--- config.mk ---
export PLATFORM = sky130hd
export DESIGN_NAME = alu_status_reg
export DESIGN_NICKNAME = d
export VERILOG_FILES = /design/src/rtl/alu_status_reg.sv
export SDC_FILE = /design/constraint.sdc
export NUM_CORES = 1
export LEC_CHECK = 0
export CAP_MARGIN = 20
export CORE_ASPECT_RATIO = 1.1
export CORE_MARGIN = 1.5
export CORE_UTILIZATION = 30
export DETAILED_ROUTE_END_ITERATION = 12
export PLACE_DENSITY = 0.84
export SYNTH_ARGS = -nofsm -noshare
export SYNTH_HDL_FRONTEND = slang
export SYNTH_SLANG_ARGS = --single-unit
--- constraint.sdc ---
create_clock -name clk -period 1.04 [get_ports clk]
set_input_delay 0.104 -clock clk [delete_from_list [all_inputs] [get_ports clk]]
set_output_delay 0.104 -clock clk [all_outputs]
set_load 0.1 [all_outputs]
--- src/rtl/alu_status_reg.sv ---
// CTI-8 status/flag register: captures ALU flags, feeds C/H back to the ALU, supports SR load,
// single-flag ops and (when CTI8_FLAG_STACK_EN is defined) a LIFO save/restore stack.
module alu_status_reg #(
    parameter int STACK_DEPTH = 4
) (
    input  logic       clk,
    input  logic       rst_n,
    input  logic [7:0] alu_result,
    input  logic       alu_c,
    input  logic       alu_v,
    input  logic       alu_h,
    input  logic       flag_update,
    input  logic [4:0] flag_mask,
    input  logic       sr_load,
    input  logic [7:0] sr_din,
    input  logic [2:0] flag_op,
    input  logic       push,
    input  logic       pop,
    output logic [7:0] status,
    output logic       carry_fb,
    output logic       half_fb,
    output logic       stack_empty,
    output logic       stack_full,
    output logic       stack_err
);
    localparam int C_BIT = 0;
    localparam int Z_BIT = 1;
    localparam int N_BIT = 2;
    localparam int V_BIT = 3;
    localparam int H_BIT = 4;
    localparam int I_BIT = 5;

    localparam logic [2:0] OP_CLC = 3'd1;
    localparam logic [2:0] OP_SEC = 3'd2;
    localparam logic [2:0] OP_CLI = 3'd3;
    localparam logic [2:0] OP_SEI = 3'd4;
    localparam logic [2:0] OP_CLV = 3'd5;

    // Only the six architectural flags are stored; bits [7:6] of status read as zero.
    logic [5:0] flags_q;
    logic [5:0] flags_d;
    logic       pop_load;
    logic [5:0] pop_value;
    logic       unused_inputs;

    always_comb begin
        flags_d = flags_q;
        if (pop_load) begin
            flags_d = pop_value;
        end else if (sr_load) begin
            flags_d = sr_din[5:0];
        end else if (flag_update) begin
            if (flag_mask[0]) flags_d[C_BIT] = alu_c;
            if (flag_mask[1]) flags_d[Z_BIT] = (alu_result == 8'h00);
            if (flag_mask[2]) flags_d[N_BIT] = alu_result[7];
            if (flag_mask[3]) flags_d[V_BIT] = alu_v;
            if (flag_mask[4]) flags_d[H_BIT] = alu_h;
        end else begin
            case (flag_op)
                OP_CLC:  flags_d[C_BIT] = 1'b0;
                OP_SEC:  flags_d[C_BIT] = 1'b1;
                OP_CLI:  flags_d[I_BIT] = 1'b0;
                OP_SEI:  flags_d[I_BIT] = 1'b1;
                OP_CLV:  flags_d[V_BIT] = 1'b0;
                default: ;
            endcase
        end
    end

    always_ff @(posedge clk or negedge rst_n) begin
        if (!rst_n) begin
            flags_q <= 6'h00;
        end else begin
            flags_q <= flags_d;
        end
    end

    assign status   = {2'b00, flags_q};
    assign carry_fb = flags_q[C_BIT];
    assign half_fb  = flags_q[H_BIT];

`ifdef CTI8_FLAG_STACK_EN
    localparam int PW = $clog2(STACK_DEPTH + 1);
    localparam int AW = $clog2(STACK_DEPTH);

    logic [PW-1:0] ptr_q;
    logic [PW-1:0] ptr_d;
    logic [PW-1:0] ptr_m1;
    logic          err_q;
    logic          err_d;
    logic          push_ok;
    logic          empty;
    logic          full;
    logic [5:0]    stack_mem [STACK_DEPTH];

    assign empty   = (ptr_q == '0);
    assign full    = (ptr_q == PW'(STACK_DEPTH));
    assign ptr_m1  = ptr_q - PW'(1);

    // A simultaneous push and pop cancels both; the stack never wraps.
    assign push_ok   = push & ~pop & ~full;
    assign pop_load  = pop & ~push & ~empty;
    assign pop_value = stack_mem[ptr_m1[AW-1:0]];
    assign err_d     = (push & pop) | (push & full) | (pop & empty);

    always_comb begin
        ptr_d = ptr_q;
        if (push_ok) begin
            ptr_d = ptr_q + PW'(1);
        end else if (pop_load) begin
            ptr_d = ptr_m1;
        end
    end

    // The saved entry is the status at the start of the cycle, not the value being written.
    always_ff @(posedge clk) begin
        if (push_ok) begin
            stack_mem[ptr_q[AW-1:0]] <= flags_q;
        end
    end

    always_ff @(posedge clk or negedge rst_n) begin
        if (!rst_n) begin
            ptr_q <= '0;
            err_q <= 1'b0;
        end else begin
            ptr_q <= ptr_d;
            err_q <= err_d;
        end
    end

    assign stack_empty   = empty;
    assign stack_full    = full;
    assign stack_err     = err_q;
    assign unused_inputs = ^sr_din[7:6];
`else
    assign pop_load      = 1'b0;
    assign pop_value     = 6'h00;
    assign stack_empty   = 1'b1;
    assign stack_full    = 1'b0;
    assign stack_err     = 1'b0;
    assign unused_inputs = ^{sr_din[7:6], push, pop, 1'(STACK_DEPTH)};
`endif

endmodule

---- Word level (Yosys, flattened, before mapping) ----
Cells that the tools add are included.
Widths: inputs -> output; s select.
cells by class
  equality and inequality tests ........... 8
  mux-type cells .......................... 14
  reduce and logical (&&, ||, !) cells .... 14
operator list
  operator            number
  $reduce_and 2->1    6
  $mux 1              10
  $logic_not 8->1     1
  $reduce_bool 2->1   4
  $eq 3x2->1 const B  2
  $eq 3x3->1 const B  2
  $mux 6              1
  $ne 3x1->1 const B  2
  $reduce_bool 3->1   2
  $pmux 1 s2          2
  $reduce_bool 4->1   1
  $eq 3x1->1 const B  1
  $mux 2              1
  $ne 2x1->1 const B  1
storage, ports and cells
  flip-flop bits (word level) ............. 6
  bits of input ports ..................... 33
  output and inout bits ................... 13

---- Longest topological paths before layout ----
  depth after elaboration ................. 4
  gate-level depth with buffers ........... 4

---- Least setup slack after synthesis ----
OpenSTA, ideal clock, no wires.
  kind .................................... register to output
  start ................................... register flags_q[0]
  end ..................................... output port status[0]
  data arrival time ....................... 1.340 ns
  setup slack ............................. -0.404 ns
  stages on the path, launching flop included .. 2
  path buffers ............................ 1
  cells stage by stage .................... dfrtp_1 -> buf_4
RTL lines
  item                      line  source
  start: declaration        40    logic [5:0] flags_q;
  start signal: assignment  74    flags_q <= flags_d;
  end: declaration          19    output logic [7:0] status,
No word-level cell between the ends.

---- Worst setup path after layout ----
  start ................................... register flags_q[4]
  end ..................................... output port status[4]
No word-level cell between the ends.

==> impl_metrics.tcl <==
set metrics [dict create \
    firstDrtPassIters 4 \
    clock_skew_ns 0 \
    timing.hold.ws_ns 0.111 \
    tritoncts "done" \
    status "finished clean" \
    vias_per_cell 4.94 \
    end_kind "output port" \
    syn-cell-area_um2 440 \
    cp_cell_sequence "buf_12" \
    cp.required_ns 0.94 \
    drcViolationCount 0 \
    cp_top_family "flip-flops" \
    largest_registers "flags_q x6" \
    num_vias 543 \
    finalCriticalPeriod_ns 1.04 \
    yosys_register_bits 6 \
    drive_above_1_share_pct 29.8 \
    met1_length_um 526 \
    top_register "flags_q" \
    rows 14 \
    die_y_um 43.2 \
    yosysSeqAreaShare_pct 34.1 \
    worst_path_largest_cell_delay_ns 0.50 \
    placement.io_buffers 36 \
    layout.nets 129 \
    start_util_pct 32.2 \
    grt_start_max_net_pins 14 \
    routedWlPerCell_um 13.2 \
    cp.buffers_inverters 1 \
    syn_area_per_cell_um2 8.16 \
    p_leak_nw 0.427 \
    rsz0062_at_grt "true" \
    wl_met3_um 139 \
    hold_buffers 0 \
    worst_slack_ns 0.00334 \
    dieArea_mm2 0.00171 \
    clk_latency_ns 0.24 \
    crit_type "reg2out" \
    cts-buffers-inserted 3 \
    powerDensity_mw_per_mm2 1260 \
    slowest_stage "dfrtp_4" \
    cts_sinks 6 \
    period_share_pct 99.7 \
    clock.fmax_mhz 965 \
    drtIter0Drc 8 \
    clockBufferDepth 2 \
    setup_viol 0 \
    cts-root-buf "clkbuf_4" \
    die_w_um 39.5 \
    routed-wl-met2_um 781 \
    critPathMaxFanout 3 \
    min_path_type "in2async" \
    grt_pass1_vias 484 \
    hpwl_um 1170 \
    final_common_cell "clkdlybuf4s50_1" \
    power.total_mw 1.22 \
    syn_inst 54 \
    io-pin-count 46 \
    final_core_util_pct 70.6 \
    r2r_end "flags_q[0]" \
    antenna_found_initial 0 \
    fin_cells 110 \
    dp_slack_ns -0.284 \
    diodes 0 \
    drtAntennaViolNets 0 \
    place_inst 107 \
    reg2reg_from "flags_q[0]" \
    grt_overflow_total 0 \
    largest_reg_flops 6 \
    hold_viol 0 \
    reg2reg_setup_slack_ns 0.16 \
    post_synth_num_cell_types 25 \
    final_max_slew_viol_count 0 \
    wl_um 1460 \
    ys.warnings.count 0 \
    final_cell_mix "24 x clkdlybuf4s50_1, 8 x nand2_1, 8 x buf_12" \
    htree_num_levels 1 \
    grt_pass1_wl_um 2060 \
    place_congestion 0.731 \
    core_area_mm2 0.00137 \
    area_growth_pct 119 \
    reg2reg_depth 3 \
    clk_pin_slew_ns 0.05 \
    start_kind "flop" \
    topRoutingLayerUsed "met4" \
    drv_cap 0 \
    ir_worst_vdd_mv 0.740 \
    arrival_ns 0.93 \
    grt.total_usage_pct 18.0 \
]
## layout make-up
type / count / area (um2)
inverters: 1 / 3.75
clock buffers: 3 / 22.5
multi-input cells: 41 / 256
repair buffers: 43 / 497
fillers: 116 / 402
well taps: 16 / 20.0
flip-flops and latches: 6 / 165
## cell families (layout without fill, tap and decap cells)
group | Yosys count | in the layout | synth area share (%)
multiplexers | 2 | 2 | 4.55
other | 2 | 5 | 1.71
AO/OA/AOI/OAI | 13 | 13 | 17.6
XOR/XNOR | 1 | 1 | 1.99
buffers and inverters | 10 | 47 | 14.8
AND/OR/NAND/NOR | 20 | 20 | 25.3
flip-flops | 6 | 6 | 34.1
## worst max-delay path by stage
| stage | start | end | slack, ns | cells past startpoint |
|---|---|---|---|---|
| after CTS | flags_q[4] | status[4] | -0.008 | 1 |
| after floorplan | flags_q[0] | status[0] | -0.01 | 1 |
| final | flags_q[4] | status[4] | 0.003 | 1 |
| after global placement | flag_op[1] | flags_q[0] | -0.26 | 4 |
| after global routing | flags_q[4] | status[4] | -0.01 | 1 |
| after detailed placement | flag_op[1] | flags_q[0] | -0.28 | 4 |
## synth_stat cells
cell       n  area (um2)
o21ai_1    3        15.0
mux2i_1    2        20.0
dfrtp_1    6         150
or4_1      1        7.51
nand2_1    8        30.0
o311a_1    1        10.0
nand4bb_1  1        11.3
a21oi_1    5        25.0
xnor2_1    1        8.76
nor3_1     1        5.00
nand2b_1   1        6.26
o31ai_1    2        15.0
nand3b_1   1        7.51
inv_1      1        3.75
clkbuf_1   1        3.75
a31oi_1    2        12.5
nor2b_1    1        6.26
buf_2      1        5.00
and3_1     1        6.26
nor2_1     1        3.75
nand4_1    1        6.26
buf_4      7        52.6
conb_1     2        7.51
and3b_1    1        8.76
nor4_1     2        12.5
## power by group
group / internal [mW] / total [mW] / switching, mW / leakage, nW
clock: 0.131 / 0.227 / 0.0957 / 0.0138
combinational: 0.270 / 0.685 / 0.415 / 0.348
sequential: 0.268 / 0.304 / 0.0352 / 0.0657
## metal layers
| metal | vias up | GRT usage (%) |
|---|---|---|
| met2 | 35 | 33.1 |
| met1 | 243 | 17.6 |
| met4 | 0 | 10.3 |
| met5 | - | 0 |
| li1 | 263 | - |
| met3 | 2 | 2.62 |
## repair_timing
item                       in CTS  in global routing
hold endpoints to repair        0                  0
cloned                          0                  0
gates resized for setup         2                  7
setup endpoints to repair       5                  6
setup buffers                   0                  0
pin swaps                       1                  2
## through the flow
stage / cell area (um2) / TNS, ns
3_5_place_dp: 918 / -1.25
3_3_place_gp: 918 / -1.09
4_1_cts: 938 / -0.0273
6_report: 965 / 0
5_1_grt: 965 / -0.0451
2_1_floorplan: 470 / -0.0117
(Power assumes the default switching activity.)
